==> config.mk <==
export PLATFORM = sky130hd
export DESIGN_NAME = pulse_period_meter
export DESIGN_NICKNAME = d
export VERILOG_FILES = /design/src/rtl/pulse_period_meter.sv
export SDC_FILE = /design/constraint.sdc
export NUM_CORES = 1
export LEC_CHECK = 0
export ABC_AREA = 1
export ABC_CLOCK_PERIOD_IN_PS = 7430
export BUFFER_PORTS_ARGS = -buffer_cell sky130_fd_sc_hd__buf_2
export CORE_MARGIN = 1.5
export CORE_UTILIZATION = 35
export DETAILED_ROUTE_END_ITERATION = 10
export PLACE_DENSITY = 0.51
export SLEW_MARGIN = 30
export SYNTH_ARGS = -nofsm -noshare
export SYNTH_HDL_FRONTEND = slang
export SYNTH_SLANG_ARGS = --single-unit
==> constraint.sdc <==
create_clock -name clk -period 7.43 [get_ports clk]
set_clock_uncertainty 0.2 [all_clocks]
set_input_delay 1.486 -clock clk [delete_from_list [all_inputs] [get_ports clk]]
set_output_delay 1.486 -clock clk [all_outputs]
set_load 0.005 [all_outputs]
==> src/rtl/pulse_period_meter.sv <==
// Purpose : measures period and high time of an async square wave in clk cycles, flags lock/timeout.
// Latency : rise detected 2 clk after pulsein is first sampled high (+FILT_LEN with GLITCH_FILTER_EN); strobe 1 clk later.
// Backpressure: none; period_valid is a one-cycle strobe that the consumer must take when it fires.
// Optional macro GLITCH_FILTER_EN enables the FILT_LEN-cycle glitch filter on the synchronised level.
module pulse_period_meter #(
  parameter int unsigned CPU_CLOCK   = 27_000_000,
  parameter int unsigned CNT_W       = 33,
  parameter int unsigned TIMEOUT_CYC = CPU_CLOCK / 5,
  parameter int unsigned TOL         = 2,
  parameter int unsigned FILT_LEN    = 4
) (
  input  logic             clk,
  input  logic             rst,
  input  logic             pulsein,
  output logic [CNT_W-1:0] period,
  output logic [CNT_W-1:0] high_time,
  output logic             period_valid,
  output logic             locked,
  output logic             timeout
);

  typedef enum logic [1:0] {
    IDLE    = 2'd0,
    ARMED   = 2'd1,
    MEASURE = 2'd2
  } state_t;

  localparam logic [CNT_W-1:0] CNT_MAX = '1;
  localparam logic [CNT_W-1:0] TO_VAL  = CNT_W'(TIMEOUT_CYC);
  localparam logic [CNT_W:0]   TOL_VAL = (CNT_W + 1)'(TOL);

  state_t           state;
  state_t           state_nxt;
  logic             sync1;
  logic             sync2;
  logic             lvl;
  logic             prev;
  logic             rise;
  logic             fall;
  logic [CNT_W-1:0] cnt;
  logic [CNT_W-1:0] cnt_nxt;
  logic [CNT_W-1:0] hcnt;
  logic             fall_seen;
  logic [CNT_W:0]   diff;
  logic             lock_ok;
  logic             take;
  logic             arm;
  logic             to_hit;

  // Two-flop synchroniser for the asynchronous input.
  always_ff @(posedge clk) begin
    if (rst) begin
      sync1 <= 1'b0;
      sync2 <= 1'b0;
    end else begin
      sync1 <= pulsein;
      sync2 <= sync1;
    end
  end

`ifdef GLITCH_FILTER_EN
  localparam int unsigned FC_W = (FILT_LEN > 1) ? $clog2(FILT_LEN + 1) : 1;
  localparam logic [FC_W-1:0] FC_LAST = FC_W'(FILT_LEN - 1);

  logic            filt;
  logic [FC_W-1:0] fcnt;

  // Accept a new level only after FILT_LEN consecutive samples disagree with the held one.
  always_ff @(posedge clk) begin
    if (rst) begin
      filt <= 1'b0;
      fcnt <= '0;
    end else if (sync2 == filt) begin
      fcnt <= '0;
    end else if (fcnt == FC_LAST) begin
      filt <= sync2;
      fcnt <= '0;
    end else begin
      fcnt <= fcnt + 1'b1;
    end
  end

  assign lvl = filt;
`else
  logic unused_filt_len;
  assign unused_filt_len = (FILT_LEN != 0);
  assign lvl = sync2;
`endif

  // Previous level register for edge detection.
  always_ff @(posedge clk) begin
    if (rst) prev <= 1'b0;
    else     prev <= lvl;
  end

  assign rise = lvl & ~prev;
  assign fall = ~lvl & prev;

  // Cycle counter since last rise: restarts at 1 on a rise, saturates at all-ones.
  always_comb begin
    cnt_nxt = cnt;
    if (rise)                cnt_nxt = CNT_W'(1);
    else if (cnt != CNT_MAX) cnt_nxt = cnt + 1'b1;
  end

  // Unsigned magnitude of (current period - previous period), one extra bit wide.
  always_comb begin
    diff = '0;
    if (cnt >= period) diff = {1'b0, cnt} - {1'b0, period};
    else               diff = {1'b0, period} - {1'b0, cnt};
  end

  assign lock_ok = (diff <= TOL_VAL);

  // State register.
  always_ff @(posedge clk) begin
    if (rst) state <= IDLE;
    else     state <= state_nxt;
  end

  // Next state and per-cycle controls; a rise takes priority over timeout.
  always_comb begin
    state_nxt = state;
    take      = 1'b0;
    arm       = 1'b0;
    to_hit    = 1'b0;
    case (state)
      IDLE: begin
        if (rise) begin
          arm       = 1'b1;
          state_nxt = ARMED;
        end
      end
      ARMED, MEASURE: begin
        if (rise) begin
          take      = 1'b1;
          state_nxt = MEASURE;
        end else if (cnt_nxt >= TO_VAL) begin
          to_hit    = 1'b1;
          state_nxt = IDLE;
        end
      end
      default: state_nxt = IDLE;
    endcase
  end

  // Counters, measurement registers and status flags.
  always_ff @(posedge clk) begin
    if (rst) begin
      cnt          <= '0;
      hcnt         <= '0;
      fall_seen    <= 1'b0;
      period       <= '0;
      high_time    <= '0;
      period_valid <= 1'b0;
      locked       <= 1'b0;
      timeout      <= 1'b0;
    end else begin
      cnt          <= cnt_nxt;
      period_valid <= take;
      if (rise) begin
        fall_seen <= 1'b0;
      end else if (fall) begin
        fall_seen <= 1'b1;
        hcnt      <= cnt;
      end
      if (arm) timeout <= 1'b0;
      if (take) begin
        period    <= cnt;
        high_time <= fall_seen ? hcnt : '0;
        locked    <= lock_ok;
      end
      if (to_hit) begin
        timeout <= 1'b1;
        locked  <= 1'b0;
      end
    end
  end

endmodule

==> parameters.txt <==
Parameter                              Value

Drt
  Routed WL    approximately 40 mm
  DRC violation count after routing    0
  Count of nets left with antenna violations after detail routing    0
  WL/cell    16.8 um
  Total via count in the routed design    12000
  DRC violation total after the first TritonRoute iteration    1008
  First drt pass iteration count    6
  Average vias per placed instance    5.00

Hold path
  Hold Crit Class    flop to flop

Run
  Number of maximum-capacitance violations    0

Cells and area
  Post-synthesis to final-layout area growth    11.3%
  Fill cell instance count of the final layout    3504
  Fraction of layout instances using a drive strength above 1    0.0780
  Final antenna diode count    0
  Final Net Count    2063

Critical path
  Startpoint-to-endpoint class of the critical path    flop to flop
  Launching element type of the critical path    flop
  Data arrival time of the critical path    3.58 ns
  Highest fanout seen on the critical path    4
  Worst EP required    7.60 ns
  Type of element capturing the critical path    flop

GRT
  Via count of the first global-routing pass    11400
  Final global-route overflow total    0
  First-pass GRT wire length    63.0 mm
  GRT Overall Usage    0.246
  Number of antenna violations at the first check in global routing    0
  Largest net degree at the start of global routing    101

Pwr
  Peak supply drop    around 0.16 mV
  Fraction of power consumed by sequential logic    0.285
  Combinational cell fraction of total power    0.405
  Cell-internal power    ~0.0016 W
  Net switching component of the power    0.00116 W
  Net Sw Frac    0.417
  Pwr per Cell Area    223 mW/mm2
  Leak pwr    between 6 and 7 nW
  Share of power burned in the clock network    0.310

Timing
  Final period utilization    0.459
  Least-Margin Pin Slew    0.741 ns
  Final setup fails    0
  Setup repair after global routing missed its margin    no
  Fmax    0.293 GHz
  WHS    0.203 ns
  Remaining max-slew budget at the tightest pin    0.506
  Final Hold Violating Endpoints    0
  Worst setup slack after layout    4.02 ns
  Time the final worst path needs with I/O delays and setup    between 3 and 4 ns
  Aggregate negative setup slack    0 ns
  Max Slew Vio Count    0

Yosys
  Number of nets produced by synthesis    2022
  Post-Syn Area    0.0112 mm2
  Sequential element share of the synthesized area    0.252
  Synthesis warning total    0
  Flip-flop and latch count after synthesis    141
  Average size of a mapped cell    5.75 um2
  Post-synthesis cell type count    36
  Post-synthesis cell count    1947

Floorplan
  Ports    72
  Die area    between 0.03 and 0.04 mm2
  Starting density of the core    0.356
  Placement row count    65
  Y dimension of the die    around 180 um
  DIE WIDTH    182 um
  Area of the core    approximately 0.031 mm2

CTS
  Clock tree from TritonCTS    yes
  Post-cts sizing count    0
  Max Root-Sink Buffers    2
  Cell at the root of the clock tree    clkbuf_16
  Post-cts hold buffer count    0
  Clk pin slew, worst setup/hold paths    0.07 ns
  Clock insertion delay at the later pin of the skew report    around 0.44 ns
  CTS buffer count    17
  H-tree depth    4
  Number of sinks driven by the clock tree    141
  Setup Fix Bufs, Post-CTS    0

Place
  Port Buffers    71
  Routability-driven placement congestion ratio    0.979
  HPWL after DPL    32.4 mm
  Post-placement setup slack    4.08 ns

Outcome
  Status    finished, final reports clean
-- cell usage in the layout (no fill, tap or decap), types with 5 or more instances in the layout --
master / count
or2_2: 5
buf_4: 5
buf_2: 71
nand2_1: 694
dfxtp_1: 141
a21oi_1: 162
clkbuf_16: 17
inv_6: 5
nor3_1: 20
ha_1: 70
o21ai_0: 84
nand2_2: 13
nor2_2: 11
nand3_1: 169
nor2_1: 139
nor2_4: 5
inv_1: 312
xor2_1: 18
nand4_1: 15
o21bai_1: 8
-- area by class of cell --
| class | count | area (um2) | share of cell area |
|---|---|---|---|
| clock buffers | 17 | 425 | 0.0342 |
| multi-input cells | 1435 | 6950 | 0.558 |
| inverters | 316 | 1190 | 0.0956 |
| clock inverters | 15 | 161 | 0.0130 |
| well taps | 402 | 503 | 0.0404 |
| flip-flops and latches | 141 | 2820 | 0.227 |
| repair buffers | 77 | 404 | 0.0325 |
-- final timing paths --
kind                            startpoint     end  slack [ns]  cells after the start
worst max-delay path             period[0]  locked        4.02                     20
worst min-delay path                 sync1     lvl        0.20                      2
worst max register to register   period[0]  locked        4.02                     20
worst min register to register       sync1     lvl        0.20                      2
-- registers in the layout, indices dropped and copies added, names as in the netlist --
signal        flops
cnt              33
fall_seen         1
hcnt             33
high_time        33
locked            1
lvl               1
period           33
period_valid      1
prev              1
state             2
sync1             1
timeout           1
-- cells by family (layout without fill, tap and decap cells) --
group           count (synthesis)  in the layout  share of synthesized area
simple gates                 1084           1084                      0.404
buf+inv                       371            425                      0.128
compound gates                259            259                      0.119
flops                         141            141                      0.252
fa+ha+maj                      72             72                     0.0819
xor+xnor                       20             20                     0.0157
-- per-stage QoR --
step           utilization  instance area, um2  power, W  cells
2_1_floorplan            -               11200   0.00164   1947
3_3_place_gp         0.377               11900   0.00191   2371
3_5_place_dp         0.377               11900   0.00192   2371
4_1_cts              0.396               12400   0.00278   2403
5_1_grt              0.396               12500   0.00298   2403
6_report             0.396               12500   0.00278   2403
-- worst max-delay path, cell delays in order, from the launching register on --
cell and delay (ns):
dfxtp_1 0.38, inv_1 0.06, ha_1 0.29, fa_1 0.50, inv_1 0.14, nand2_1 0.08
nand2_1 0.13, nand2_1 0.09, nand2_1 0.16, nand2_1 0.08, nand2_1 0.07, nand2_1 0.04
nor3_1 0.38, nand2_1 0.09, nand2_1 0.07, nand2_1 0.05, nor2_1 0.10, nand2_1 0.06
nor2_1 0.08, nand2_1 0.14, a21oi_2 0.14
-- cells in the mapped netlist --
master    number  area share
nand2_1      694        0.23
inv_1        313        0.10
nand3_1      169       0.076
a21oi_1      162       0.072
dfxtp_1      141        0.25
nor2_1       140       0.047
o21ai_0       84       0.038
ha_1          70       0.078
clkbuf_1      36       0.012
nor3_1        20      0.0089
xor2_1        18       0.014
nand4_1       15      0.0084
nand2_2       13      0.0073
buf_2         12      0.0054
nor2_2        11      0.0062
o21bai_1       8      0.0054
or2_2          5      0.0028
buf_1          4      0.0013
nand3_2        4      0.0036
nor2_4         4      0.0040
a21oi_2        3      0.0023
nand3b_1       3      0.0020
and3_1         2      0.0011
buf_6          2      0.0020
fa_1           2      0.0036
xnor2_1        2      0.0016
a21o_1         1     0.00067
a31oi_1        1     0.00056
and2_1         1     0.00056
buf_4          1     0.00067
clkinv_1       1     0.00034
inv_2          1     0.00034
inv_4          1     0.00056
nand2_4        1      0.0010
nand2_8        1      0.0018
nor4_1         1     0.00056
-- power by group through the flow --
stage / clock network [W] / registers, W / logic, W
after floorplan: 0 / 0.000803 / 0.000841
after global placement: 0 / 0.000808 / 0.00111
after detailed placement: 0 / 0.000808 / 0.00111
after CTS: 0.000879 / 0.000792 / 0.00111
after global routing: 0.000906 / 0.000794 / 0.00128
final: 0.000860 / 0.000791 / 0.00113
-- layer usage --
layer | wire [um] | global-route usage | vias to the layer above
li1 | - | - | 6146
met1 | 18400 | 0.321 | 5443
met2 | 18700 | 0.414 | 347
met3 | 1670 | 0.0176 | 80
met4 | 1630 | 0.111 | 0
met5 | 0 | 0 | -
Power figures use the tool's default switching activity.
